`config.mk`:
```
export PLATFORM = sky130hd
export DESIGN_NAME = dnn_infer_ctrl
export DESIGN_NICKNAME = d
export VERILOG_FILES = /design/src/rtl/dnn_infer_ctrl.sv
export SDC_FILE = /design/constraint.sdc
export NUM_CORES = 1
export LEC_CHECK = 0
export CAP_MARGIN = 10
export CORE_MARGIN = 2
export CORE_UTILIZATION = 61
export CTS_BUF_LIST = sky130_fd_sc_hd__clkbuf_4 sky130_fd_sc_hd__clkbuf_8
export CTS_CLUSTER_DIAMETER = 200
export DETAILED_ROUTE_END_ITERATION = 16
export PLACE_DENSITY = 0.95
export SLEW_MARGIN = 40
export SYNTH_ARGS = -nofsm -noshare
export SYNTH_HDL_FRONTEND = slang
export SYNTH_SLANG_ARGS = --single-unit
```
`constraint.sdc`:
```
create_clock -name i_clk -period 5.7 [get_ports i_clk]
set_input_delay 1.14 -clock i_clk [delete_from_list [all_inputs] [get_ports i_clk]]
set_output_delay 1.14 -clock i_clk [all_outputs]
set_load 0.01 [all_outputs]
```
`src/rtl/dnn_infer_ctrl.sv`:
```
// ---------------------------------------------------------------------------------------------
// dnn_infer_ctrl
//   Sequencer for a single dnn_sigmoid_fix8 inference engine. Takes a classify request, clears
//   and starts the engine, and waits for done. The wait can time out. It then walks the engine
//   outputs through the out_idx mux, keeps a running signed argmax, and returns the winning
//   digit and score on a valid/ready result port.
//
// Ports
//   i_clk            clock, all logic on rising edge
//   i_rst            synchronous active-low reset
//   i_req_valid      classify request            o_req_ready    high only while idle
//   i_abort          cancel in-flight inference
//   o_eng_reset      engine reset pulse          o_eng_start    engine start pulse
//   i_eng_done       engine done (level)
//   o_eng_out_idx    engine output select        i_eng_out      signed score for that select
//   o_res_valid      result available            i_res_ready    consumer accepts result
//   o_res_digit      argmax index (all-ones on timeout)
//   o_res_score      winning score (most negative on timeout)
//   o_res_timeout    result produced by timeout
//   o_busy           controller not idle
//   o_stat_count     non-timeout results transferred, wrapping
// ---------------------------------------------------------------------------------------------
module dnn_infer_ctrl #(
    parameter int unsigned DATA_WIDTH     = 8,
    parameter int unsigned NUM_CLASSES    = 10,
    parameter int unsigned IDX_WIDTH      = 4,
    parameter int unsigned TIMEOUT_CYCLES = 65535
) (
    input  logic                  i_clk,
    input  logic                  i_rst,
    input  logic                  i_req_valid,
    output logic                  o_req_ready,
    input  logic                  i_abort,
    output logic                  o_eng_reset,
    output logic                  o_eng_start,
    input  logic                  i_eng_done,
    output logic [IDX_WIDTH-1:0]  o_eng_out_idx,
    input  logic [DATA_WIDTH-1:0] i_eng_out,
    output logic                  o_res_valid,
    input  logic                  i_res_ready,
    output logic [IDX_WIDTH-1:0]  o_res_digit,
    output logic [DATA_WIDTH-1:0] o_res_score,
    output logic                  o_res_timeout,
    output logic                  o_busy,
    output logic [15:0]           o_stat_count
);

    typedef enum logic [2:0] {
        StIdle,
        StClear,
        StStart,
        StWait,
        StScan,
        StResult,
        StAbort
    } state_e;

    localparam logic [IDX_WIDTH-1:0]  LAST_IDX  = IDX_WIDTH'(NUM_CLASSES - 1);
    localparam bit                    TO_EN     = (TIMEOUT_CYCLES != 0);
    localparam logic [15:0]           TO_LAST   = 16'(TIMEOUT_CYCLES - 1);
    localparam logic [DATA_WIDTH-1:0] MOST_NEG  = {1'b1, {(DATA_WIDTH-1){1'b0}}};

    state_e                        r_state, w_state_d;
    logic [IDX_WIDTH-1:0]          r_idx, w_idx_d;
    logic [15:0]                   r_cnt, w_cnt_d;
    logic signed [DATA_WIDTH-1:0]  r_max, w_max_d;
    logic [IDX_WIDTH-1:0]          r_arg, w_arg_d;

    logic                          r_req_ready;
    logic                          r_eng_reset;
    logic                          r_eng_start;
    logic                          r_res_valid;
    logic [IDX_WIDTH-1:0]          r_res_digit, w_digit_d;
    logic [DATA_WIDTH-1:0]         r_res_score, w_score_d;
    logic                          r_res_timeout, w_tmo_d;
    logic                          r_busy;
    logic [15:0]                   r_stat, w_stat_d;

    logic signed [DATA_WIDTH-1:0]  w_score;
    logic                          w_take;
    logic signed [DATA_WIDTH-1:0]  w_best_score;
    logic [IDX_WIDTH-1:0]          w_best_idx;

    always_comb begin
        w_state_d = r_state;
        w_idx_d   = r_idx;
        w_cnt_d   = r_cnt;
        w_max_d   = r_max;
        w_arg_d   = r_arg;
        w_digit_d = r_res_digit;
        w_score_d = r_res_score;
        w_tmo_d   = r_res_timeout;
        w_stat_d  = r_stat;

        // Running argmax: index 0 seeds the max; only a strictly greater score replaces it,
        // so ties resolve to the lowest index.
        w_score      = $signed(i_eng_out);
        w_take       = (r_idx == '0) || (w_score > r_max);
        w_best_score = w_take ? w_score : r_max;
        w_best_idx   = w_take ? r_idx : r_arg;

        unique case (r_state)
            StIdle: begin
                if (i_req_valid) w_state_d = StClear;
            end
            StClear: begin
                w_state_d = i_abort ? StAbort : StStart;
            end
            StStart: begin
                w_state_d = i_abort ? StAbort : StWait;
                w_cnt_d   = '0;
            end
            StWait: begin
                if (i_abort) begin
                    w_state_d = StAbort;
                end else if (i_eng_done) begin
                    // Done beats a timeout landing in the same cycle.
                    w_state_d = StScan;
                    w_idx_d   = '0;
                end else if (TO_EN && (r_cnt == TO_LAST)) begin
                    w_state_d = StResult;
                    w_digit_d = '1;
                    w_score_d = MOST_NEG;
                    w_tmo_d   = 1'b1;
                end else begin
                    w_cnt_d = r_cnt + 16'd1;
                end
            end
            StScan: begin
                if (i_abort) begin
                    w_state_d = StAbort;
                    w_idx_d   = '0;
                end else begin
                    w_max_d = w_best_score;
                    w_arg_d = w_best_idx;
                    if (r_idx == LAST_IDX) begin
                        w_state_d = StResult;
                        w_idx_d   = '0;
                        w_digit_d = w_best_idx;
                        w_score_d = w_best_score;
                        w_tmo_d   = 1'b0;
                    end else begin
                        w_idx_d = r_idx + IDX_WIDTH'(1);
                    end
                end
            end
            StResult: begin
                if (i_res_ready) begin
                    w_state_d = StIdle;
                    if (!r_res_timeout) w_stat_d = r_stat + 16'd1;
                end
            end
            StAbort: begin
                w_state_d = StIdle;
            end
            default: begin
                w_state_d = StIdle;
                w_idx_d   = '0;
            end
        endcase
    end

    // Pulse/level outputs are registered from the next state so they line up with it.
    always_ff @(posedge i_clk) begin
        if (!i_rst) begin
            r_state       <= StIdle;
            r_idx         <= '0;
            r_cnt         <= '0;
            r_max         <= '0;
            r_arg         <= '0;
            r_req_ready   <= 1'b1;
            r_eng_reset   <= 1'b0;
            r_eng_start   <= 1'b0;
            r_res_valid   <= 1'b0;
            r_res_digit   <= '0;
            r_res_score   <= '0;
            r_res_timeout <= 1'b0;
            r_busy        <= 1'b0;
            r_stat        <= '0;
        end else begin
            r_state       <= w_state_d;
            r_idx         <= w_idx_d;
            r_cnt         <= w_cnt_d;
            r_max         <= w_max_d;
            r_arg         <= w_arg_d;
            r_req_ready   <= (w_state_d == StIdle);
            r_eng_reset   <= (w_state_d == StClear) || (w_state_d == StAbort);
            r_eng_start   <= (w_state_d == StStart);
            r_res_valid   <= (w_state_d == StResult);
            r_res_digit   <= w_digit_d;
            r_res_score   <= w_score_d;
            r_res_timeout <= w_tmo_d;
            r_busy        <= (w_state_d != StIdle);
            r_stat        <= w_stat_d;
        end
    end

    assign o_req_ready   = r_req_ready;
    assign o_eng_reset   = r_eng_reset;
    assign o_eng_start   = r_eng_start;
    assign o_eng_out_idx = r_idx;
    assign o_res_valid   = r_res_valid;
    assign o_res_digit   = r_res_digit;
    assign o_res_score   = r_res_score;
    assign o_res_timeout = r_res_timeout;
    assign o_busy        = r_busy;
    assign o_stat_count  = r_stat;

endmodule

```
==> results.md <==
* Status: complete, no violations
* Post-Syn Instances at 415
* CTS Root Cell: clkbuf_8
* Final critical-path share of the clock period at 57.0%
* Synthesized area at around 3500 um^2
* Die area at 6420 um^2
* Area delta synth->final at 22.3%
* Period minus WS final at 3.25 ns
* P_leak at 1.51 nW
* # IOs at 52
* Top FF cell, synth: dfxtp_1
* Final Hold Violating Endpoints at 0
* Largest net degree at the start of global routing at between 40 and 50
* CTS Buf Count at 9
* Setup TNS at 0 ns
* Worst Skew at 0.00688 ns
* RR Endpoint: o_res_score[0]$_SDFFE_PN0P_
* Register area share after synthesis at 39.1%
* Number of global-route vias before repair at 3255
* Clk slew on worst S/H paths at 0.07 ns
* Library cells used by synthesis at 56
* Placer Congestion at 0.894
* Async S/R FF share, synth at 0%
* Slew margin rel. at 48.8%
* WL final at 8.69 mm
* Final setup viols at 0
* Die Span Y at 80.2 um
* Setup crit end kind: register
* Pins Over Slew Limit at 0
* First-pass GRT wire length at 14.6 mm
* Hold Path Origin: r_max[5]$_SDFFE_PN0P_
* Final hold slack at 0.470 ns
* Hold WC Path Type: register to register
* Share of the synthesized area in the top cell type at 39.1%
* Grt total ovfl at 0
* Total global-route track usage at 28.9%
* Post-DP HPWL at about 5.9 mm
* Resize count post-CTS at 0
* Ant diodes at 0
* RSZ-0062 raised after global routing: no
* Starting density of the core at 63.8%
* Leading area contributor after synthesis: dfxtp_1
* Comb power frac at a little under a quarter
* Worst-Margin Slew at between 0.7 and 0.8 ns
* Chip Width at 80.2 um
* Via count at approximately 3400
* Drc violations at 0
* Core Box Area at 5540 um^2
* Worst-Skew Late Latency at ~0.36 ns
* Critical path type: primary input to register
* Largest cells by area after synthesis: dfxtp_1, nor2_1, ha_1
* First-pass detailed-route iteration total at 5
* Pint at 0.906 mW
* Post-synth EDFFs at 0
* DR iter-0 viols at 284
* Min-Delay Endpoint: r_max[5]$_SDFFE_PN0P_
* CTS tree: done
* Initial antenna violation count at 0
* R2R Setup Slk at 3.26 ns
* Clock Tree Buf Depth at 2
* R2R cell count at 5
* Sw power at around 0.42 mW
* Routed len/inst at 16.0 um
* Worst VDD drop at between 200 and 250 uV
* Seq pwr share at 43.0%
* Yosys reg bits at between 60 and 70
* CTS Sinks at around 70
* Port Buffer Count at 51
* CP max FO at 8
* Max Clock Freq at 0.308 GHz
* Critical Path Source Type: primary input
* Sw frac at between 30% and 40%
* Syn Area/Cell at 8.52 um^2
* Clk pwr share at 33.5%
* H-tree depth at 3
* Vias/cell at 6.21
* Antenna viol nets, final at 0
* Postcts setup bufs at 0
* Rows at 27
* Nets at 493
* # fillers at 369
* Critical Path RT at 5.95 ns
* Share of cells above drive strength 1 at slightly below 7%
* CTS Hold Bufs at 0
* Synthesized Nets at approximately 440
* Hold depth at 2
* Warnings from Yosys at 0
* Pwr dens at 305 nW/um^2
* R2R Path Start: r_state[0]$_SDFF_PN0_
* Max_cap viols at 0
* CP arrival at 3.49 ns
## layout by cell type, fill, tap and decap left out, types with 3 or more instances in the layout
cell type        Yosys  final
nand2b_1             5      5
and3b_1              3      3
xor2_1              14     14
nand2_1             43     43
nand3_1             17     17
xnor2_1             16     16
nor3_1              15     15
or4_1                3      3
mux2i_1             12     12
inv_1               15     15
and3_1               5      5
o211ai_1             8      8
clkbuf_8             0      9
o22ai_1              3      3
a21oi_1             13     13
or3_1                3      3
clkdlybuf4s50_1      0     51
dfxtp_1             69     69
nand4_1             19     19
nor4_1               6      5
nor2_1              50     50
a221o_1              4      4
nor2b_1              3      3
a31oi_1              3      3
a21o_1               3      3
and2_1               6      6
clkinv_2             0      3
and4_1               4      4
ha_1                14     14
o21ai_0             10     10
## critical path: stages
cell	delay, ns
clkdlybuf4s50_1	0.47
ha_1	0.38
nand4_1	0.22
o221ai_1	0.62
a21oi_1	0.27
a221o_1	0.40
## metal layers
metal	up-vias	GRT usage [%]	part of all wire [%]
li1	1599	-	-
met1	1610	35.4	42
met2	138	48.3	50
met3	17	7.64	6.1
met4	0	11.4	2.0
met5	-	0	0
## logic make-up (layout without fill, tap and decap cells)
logic type	count (synthesis)	in the layout	synth area share [%]
AND/OR/NAND/NOR	196	196	28.7
flip-flops	69	69	39.1
AO/OA/AOI/OAI	65	65	13.2
XOR/XNOR	30	30	7.43
buffers and inverters	29	84	3.33
adder cells (fa/ha/maj)	14	14	4.95
multiplexers	12	12	3.40
## cells in the mapped netlist (6+ instances only)
master	number
a21oi_1	13
and2_1	6
clkbuf_1	9
dfxtp_1	69
ha_1	14
inv_1	15
mux2i_1	12
nand2_1	43
nand3_1	17
nand4_1	19
nor2_1	50
nor3_1	15
nor4_1	6
o211ai_1	8
o21ai_0	10
xnor2_1	16
xor2_1	14
## area by class of cell
| class | instances | area [um^2] | area share [%] |
|---|---|---|---|
| Multi-Input combinational cell | 317 | 2060 | 47.6 |
| Inverter | 15 | 56.3 | 1.30 |
| Timing Repair Buffer | 53 | 526 | 12.1 |
| Tap cell | 72 | 90.1 | 2.08 |
| Clock buffer | 11 | 139 | 3.21 |
| Sequential cell | 69 | 1380 | 31.9 |
| Clock inverter | 5 | 75.1 | 1.74 |
## how the worst max path moves through the flow
stage | from | endpoint | depth (start not counted)
2_1_floorplan | i_eng_out[5] | r_arg[1]$_SDFFE_PN0P_ | 7
3_3_place_gp | i_eng_out[1] | o_res_score[3]$_SDFFE_PN0P_ | 7
3_5_place_dp | i_eng_out[1] | o_res_score[3]$_SDFFE_PN0P_ | 7
4_1_cts | i_eng_out[7] | o_res_score[0]$_SDFFE_PN0P_ | 6
5_1_grt | i_eng_out[7] | o_res_score[0]$_SDFFE_PN0P_ | 6
6_report | i_eng_out[7] | o_res_score[0]$_SDFFE_PN0P_ | 6
## metrics by stage
| step | power [mW] | worst slack [ns] | cells | utilization (%) | cell area, um^2 |
|---|---|---|---|---|---|
| after global routing | 1.38 | 2.33 | 542 | 78.1 | 4330 |
| after CTS | 1.31 | 2.46 | 542 | 77.9 | 4320 |
| after global placement | 0.860 | 2.24 | 526 | 73.8 | 4090 |
| final | 1.32 | 2.45 | 542 | 78.1 | 4330 |
| after detailed placement | 0.875 | 2.19 | 526 | 74.0 | 4100 |
| after floorplan | 0.780 | 2.91 | 415 | - | 3540 |
## power by group through the flow
stage               clock [mW]  sequential [mW]  combinational [mW]
finish                   0.442            0.568               0.311
global route             0.466            0.574               0.339
CTS                      0.444            0.566               0.305
detailed placement           0            0.576               0.299
global placement             0            0.573               0.288
floorplan                    0            0.559               0.221
## flip-flops by register name, indices dropped and copies added, names as in the netlist
signal	flops
o_eng_start	1
o_res_valid	1
o_stat_count	16
o_eng_reset	1
o_busy	1
r_max	8
o_res_digit	4
r_cnt	16
o_eng_out_idx	4
o_res_score	8
r_state	3
r_arg	4
o_res_timeout	1
o_req_ready	1
Note: power is estimated with default switching activity, not from simulation.
==> variant 1 (config.mk and constraints unchanged) <==
Set the parameter `DATA_WIDTH` to 12 (it was 8).
--- a/src/rtl/dnn_infer_ctrl.sv
+++ b/src/rtl/dnn_infer_ctrl.sv
@@ -23,3 +23,3 @@
 module dnn_infer_ctrl #(
-    parameter int unsigned DATA_WIDTH     = 8,
+    parameter int unsigned DATA_WIDTH     = 12,
     parameter int unsigned NUM_CLASSES    = 10,
Ports: changed (resized i_eng_out and o_res_score); port bits go from 52 to 60. No check against the original RTL was run, so the function may have changed too.
==> variant 1 against the unedited design <==
  * Routed wire length fell by 0.60%
  * Worst setup slack got worse by 0.74 ns
  * Global-route usage shrank 3.4 points
  * Sequential cell count rose by 8
  * Cell area grew 7.6%
  * Total power fell by 9.3%
  * Register-to-register slack got worse by 0.70 ns
  * Synthesized area grew 8.3%
  * Critical path type unchanged
==> variant 1: results (changes against the unedited design) <==
Status
  • Outcome: complete, no violations

Worst setup path
  • R2r worst-path depth: 10 (+5)
  • CP max FO: 20 (+12)
  • RR Startpoint: r_max[7]
  • R2r setup slk: 2.56 ns (-0.70 ns)
  • Capture point of the worst path: r_max[11]

Timing
  • Period Utilization, post-route: 0.700 (+0.130)
  • Worst slew margin: 0.484 (-0.00407)

Logic synthesis
  • Syn nets: 458 (+3.4%)
  • Count of cell types in the netlist: 52 (-7.1%)
  • Synth cell count leaders: dfxtp_1, nand2_1, nor2_1, nand3_1, and2_1
  • Main area contributors after synthesis: dfxtp_1, ha_1, xor2_1, mux2i_1, and2_1
  • Syn Inst Count: 422 (+1.7%)

Place
  • DP Cell Count: 540 (+2.7%)
  • IO Port Bufs: 59 (+16%)
  • Post-DP Area: 4440 um^2 (+8.2%)
  • DP Worst Slack: 1.46 ns (-0.727 ns)
  • DP HPWL: 5890 um (+0.18%)
  • Placer congestion estimate: 0.791 (-12%)

Global route
  • All-Layer GR Usage: 0.256 (-0.0337)
  • Pin count of the biggest net entering global routing: 67 (+63%)

Drt
  • Routed len/inst: 15.5 um (-3.1%)
  • DRT iter0 DRCs: 210 (-26%)

Pwr
  • Worst vdd ir: 0.163 mV (-26%)
  • Leakage: 0.00180 uW (+19%)
## variant 1: logic make-up (layout without fill, tap and decap cells)
logic type | after synthesis | count (layout) | share of synthesized area
flops | 77 | 77 | 0.402
mux | 16 | 16 | 0.0418
simple gates | 167 | 167 | 0.227
compound gates | 71 | 71 | 0.149
buf+inv | 41 | 100 | 0.0474
fa+ha+maj | 18 | 18 | 0.0588
xor+xnor | 32 | 32 | 0.0732
## variant 1: routing by layer
metal	part of all wire	global-route usage	up-vias	wire length [um]
met5	0	0	-	0
met4	0.028	0.124	0	239
met3	0.055	0.0487	25	478
met2	0.49	0.436	114	4240
met1	0.43	0.308	1531	3690
li1	-	-	1568	-
## variant 1: report_power, final
group	internal [uW]	switching (uW)	leakage, uW	total [uW]
logic	76.7	95.7	0.00106	172
registers	555	22.3	0.000622	577
clock network	254	195	0.000114	449
total	886	313	0.00180	1200
## variant 1: area by class of cell
cell class | instances | area [um^2] | share of cell area
Clock inverter | 5 | 75.1 | 0.0161
Inverter | 21 | 78.8 | 0.0169
Tap cell | 75 | 93.8 | 0.0202
Clock buffer | 11 | 139 | 0.0298
Sequential cell | 77 | 1540 | 0.331
Multi-Input combinational cell | 304 | 2110 | 0.453
Timing Repair Buffer | 63 | 616 | 0.132
## variant 1: worst min path at each step
stage,from,to,slack (ns),cells after the start
after global placement,r_arg[2],r_arg[2],0.44,2
after global routing,o_res_score[8],o_res_score[8],0.49,1
after floorplan,r_arg[2],r_arg[2],0.43,2
after CTS,o_res_score[0],o_res_score[0],0.47,1
final,o_res_score[4],o_res_score[4],0.48,1
after detailed placement,r_arg[2],r_arg[2],0.44,2
## variant 1: critical path: cells and delay by family
family          cells  cell delay (ns)
compound gates      5             1.67
buf+inv             2             0.80
fa+ha+maj           1             0.33
simple gates        2             0.32
==> variant 2 (config.mk and constraints unchanged) <==
Made on the original files. Take the reset off `r_res_digit` and `r_res_score` and load them in a clocked block of their own.
--- a/src/rtl/dnn_infer_ctrl.sv
+++ b/src/rtl/dnn_infer_ctrl.sv
@@ -174,4 +174,2 @@
             r_res_valid   <= 1'b0;
-            r_res_digit   <= '0;
-            r_res_score   <= '0;
             r_res_timeout <= 1'b0;
@@ -189,4 +187,2 @@
             r_res_valid   <= (w_state_d == StResult);
-            r_res_digit   <= w_digit_d;
-            r_res_score   <= w_score_d;
             r_res_timeout <= w_tmo_d;
@@ -195,2 +191,7 @@
         end
+    end
+
+    always_ff @(posedge i_clk) begin
+        r_res_digit <= w_digit_d;
+        r_res_score <= w_score_d;
     end
Formal check against the unedited RTL: no difference found for any inputs over 10 cycles, from zero or initial values and one cycle with i_rst low; that may be too few to reach the edited logic, so the function may still have changed.
==> variant 2 against the unedited design <==
  * Sequential cell count is the same
  * Total power is 9.5% lower
  * Routed wire length fell by 2.2%
  * Synthesized area up 3.4%
  * Global-route usage down 1.8 points
  * Cell area up 2.0%
  * Combinational power down 32%
  * Worst setup slack got worse by 0.38 ns
  * Critical path type unchanged
  * Highest routed layer unchanged
==> variant 2: results (changes against the unedited design) <==
Global route
  • Pin count of the biggest net entering global routing: 51 (+24%)
  • All-Layer GR Usage: 0.272 (-0.0178)
  • Global-route wire length before repair: 13900 um (-4.8%)

Logic synthesis
  • Syn nets: 436 (-1.6%)
  • Compound-Gate Fraction of Synth Area: 0.143 (+0.0111)
  • Post-synthesis mux area share: 0.0387 (+0.00471)
  • Sequential share of the synthesized area: 0.411 (+0.0202)
  • XOR/XNOR share of the synthesized area: 0.0551 (-0.0192)
  • Main area contributors after synthesis: dfxtp_1, edfxtp_1, ha_1, nand2_1, xnor2_1
  • Count of cell types in the netlist: 60 (+7.1%)
  • EDFF count, synth: 12 (+12)
  • Synth cell count leaders: dfxtp_1, nand2_1, inv_1, nor2_1
  • Adder-Cell Fraction of Synth Area: 0.0479 (-0.00161)

Worst setup path
  • CP max FO: 14 (+6)
  • Crit Reg-Reg Endpoint: r_max[3]
  • Arr. time, crit path: 3.90 ns (+0.41 ns)
  • R2r worst-path depth: 7 (+2)
  • R2r setup slk: 2.94 ns (-0.32 ns)
  • Crit. Startpoint: i_eng_out[3]
  • RR Startpoint: r_max[3]

Cells and area
  • Share of post-route cells with drive strength above 1: 0.0656 (-0.00244)
  • Fill count: 379 (+2.7%)
  • Nets@finish: 480 (-2.6%)

Timing
  • Clk_skew: 0.0113 ns (+0.00443 ns)
  • Hold_ws: 0.472 ns (+0.00240 ns)
  • Worst Tran Pin Value: 0.793 ns (+0.0309 ns)

Pwr
  • Leakage: 0.00155 uW (+2.3%)
  • Worst vdd ir: 0.221 mV (+0.15%)

Min path
  • Hold path start: r_arg[1]
  • WHS Endpoint: r_arg[1]

Clocking
  • CTS Buf Count: 9 (unchanged)

Drt
  • DRT Pass-1 Iters: 7 (+2)
  • DRT iter0 DRCs: 224 (-21%)
  • Routed len/inst: 16.0 um (-0.31%)
  • Vias per std cell: 6.16 (-0.76%)

Place
  • Placer congestion estimate: 0.850 (-5.0%)
  • DP HPWL: 5840 um (-0.57%)

Status
  • Outcome: complete, no violations
## variant 2: worst max path at each step
| stage | to |
|---|---|
| 2_1_floorplan | o_res_score[7] |
| 3_3_place_gp | o_res_score[7] |
| 3_5_place_dp | r_max[4] |
| 4_1_cts | r_max[4] |
| 5_1_grt | r_max[1] |
| 6_report | r_max[3] |
## variant 2: cell type report
class                      count  share of cell area
inverter                      22              0.0187
sequential                    69               0.340
clock inverter                 6              0.0176
timing repair buffer          54               0.121
tap                           75              0.0213
multi-input combinational    296               0.451
clock buffer                  10              0.0298
## variant 2: cells by family (layout without fill, tap and decap cells)
family,Yosys count,in the layout
buf+inv,43,92
mux,14,14
compound gates,76,76
xor+xnor,23,23
flops,69,69
fa+ha+maj,14,14
simple gates,169,169
## variant 2: critical path, stage by stage
cell	delay (ns)
clkdlybuf4s50_1	0.46
ha_1	0.37
nand4_1	0.17
nor2b_1	0.25
o21a_1	0.50
o31a_1	0.73
mux2i_1	0.27
## variant 2: report_power, final
group	leakage (uW)	internal (uW)	switching [uW]	total, uW
clock network	0.000109	247	189	435
registers	0.000569	518	31.0	549
logic	0.000870	90.5	120	211
total	0.00155	856	340	1200
## variant 2: through the flow
| stage | power (uW) | setup WS, ns | cells | instance area [um^2] |
|---|---|---|---|---|
| after floorplan | 697 | 2.73 | 408 | 3660 |
| after global placement | 750 | 2.02 | 516 | 4190 |
| after detailed placement | 764 | 1.85 | 516 | 4190 |
| after CTS | 1190 | 2.23 | 532 | 4400 |
| after global routing | 1240 | 2.03 | 532 | 4410 |
| final | 1200 | 2.08 | 532 | 4410 |
## variant 2: routing by layer
layer / global-route usage / wire length (um) / vias to the layer above
met3: 0.0538 / 620 / 31
li1: - / - / 1544
met5: 0 / 0 / -
met1: 0.338 / 3460 / 1536
met2: 0.448 / 4190 / 166
met4: 0.136 / 229 / 0
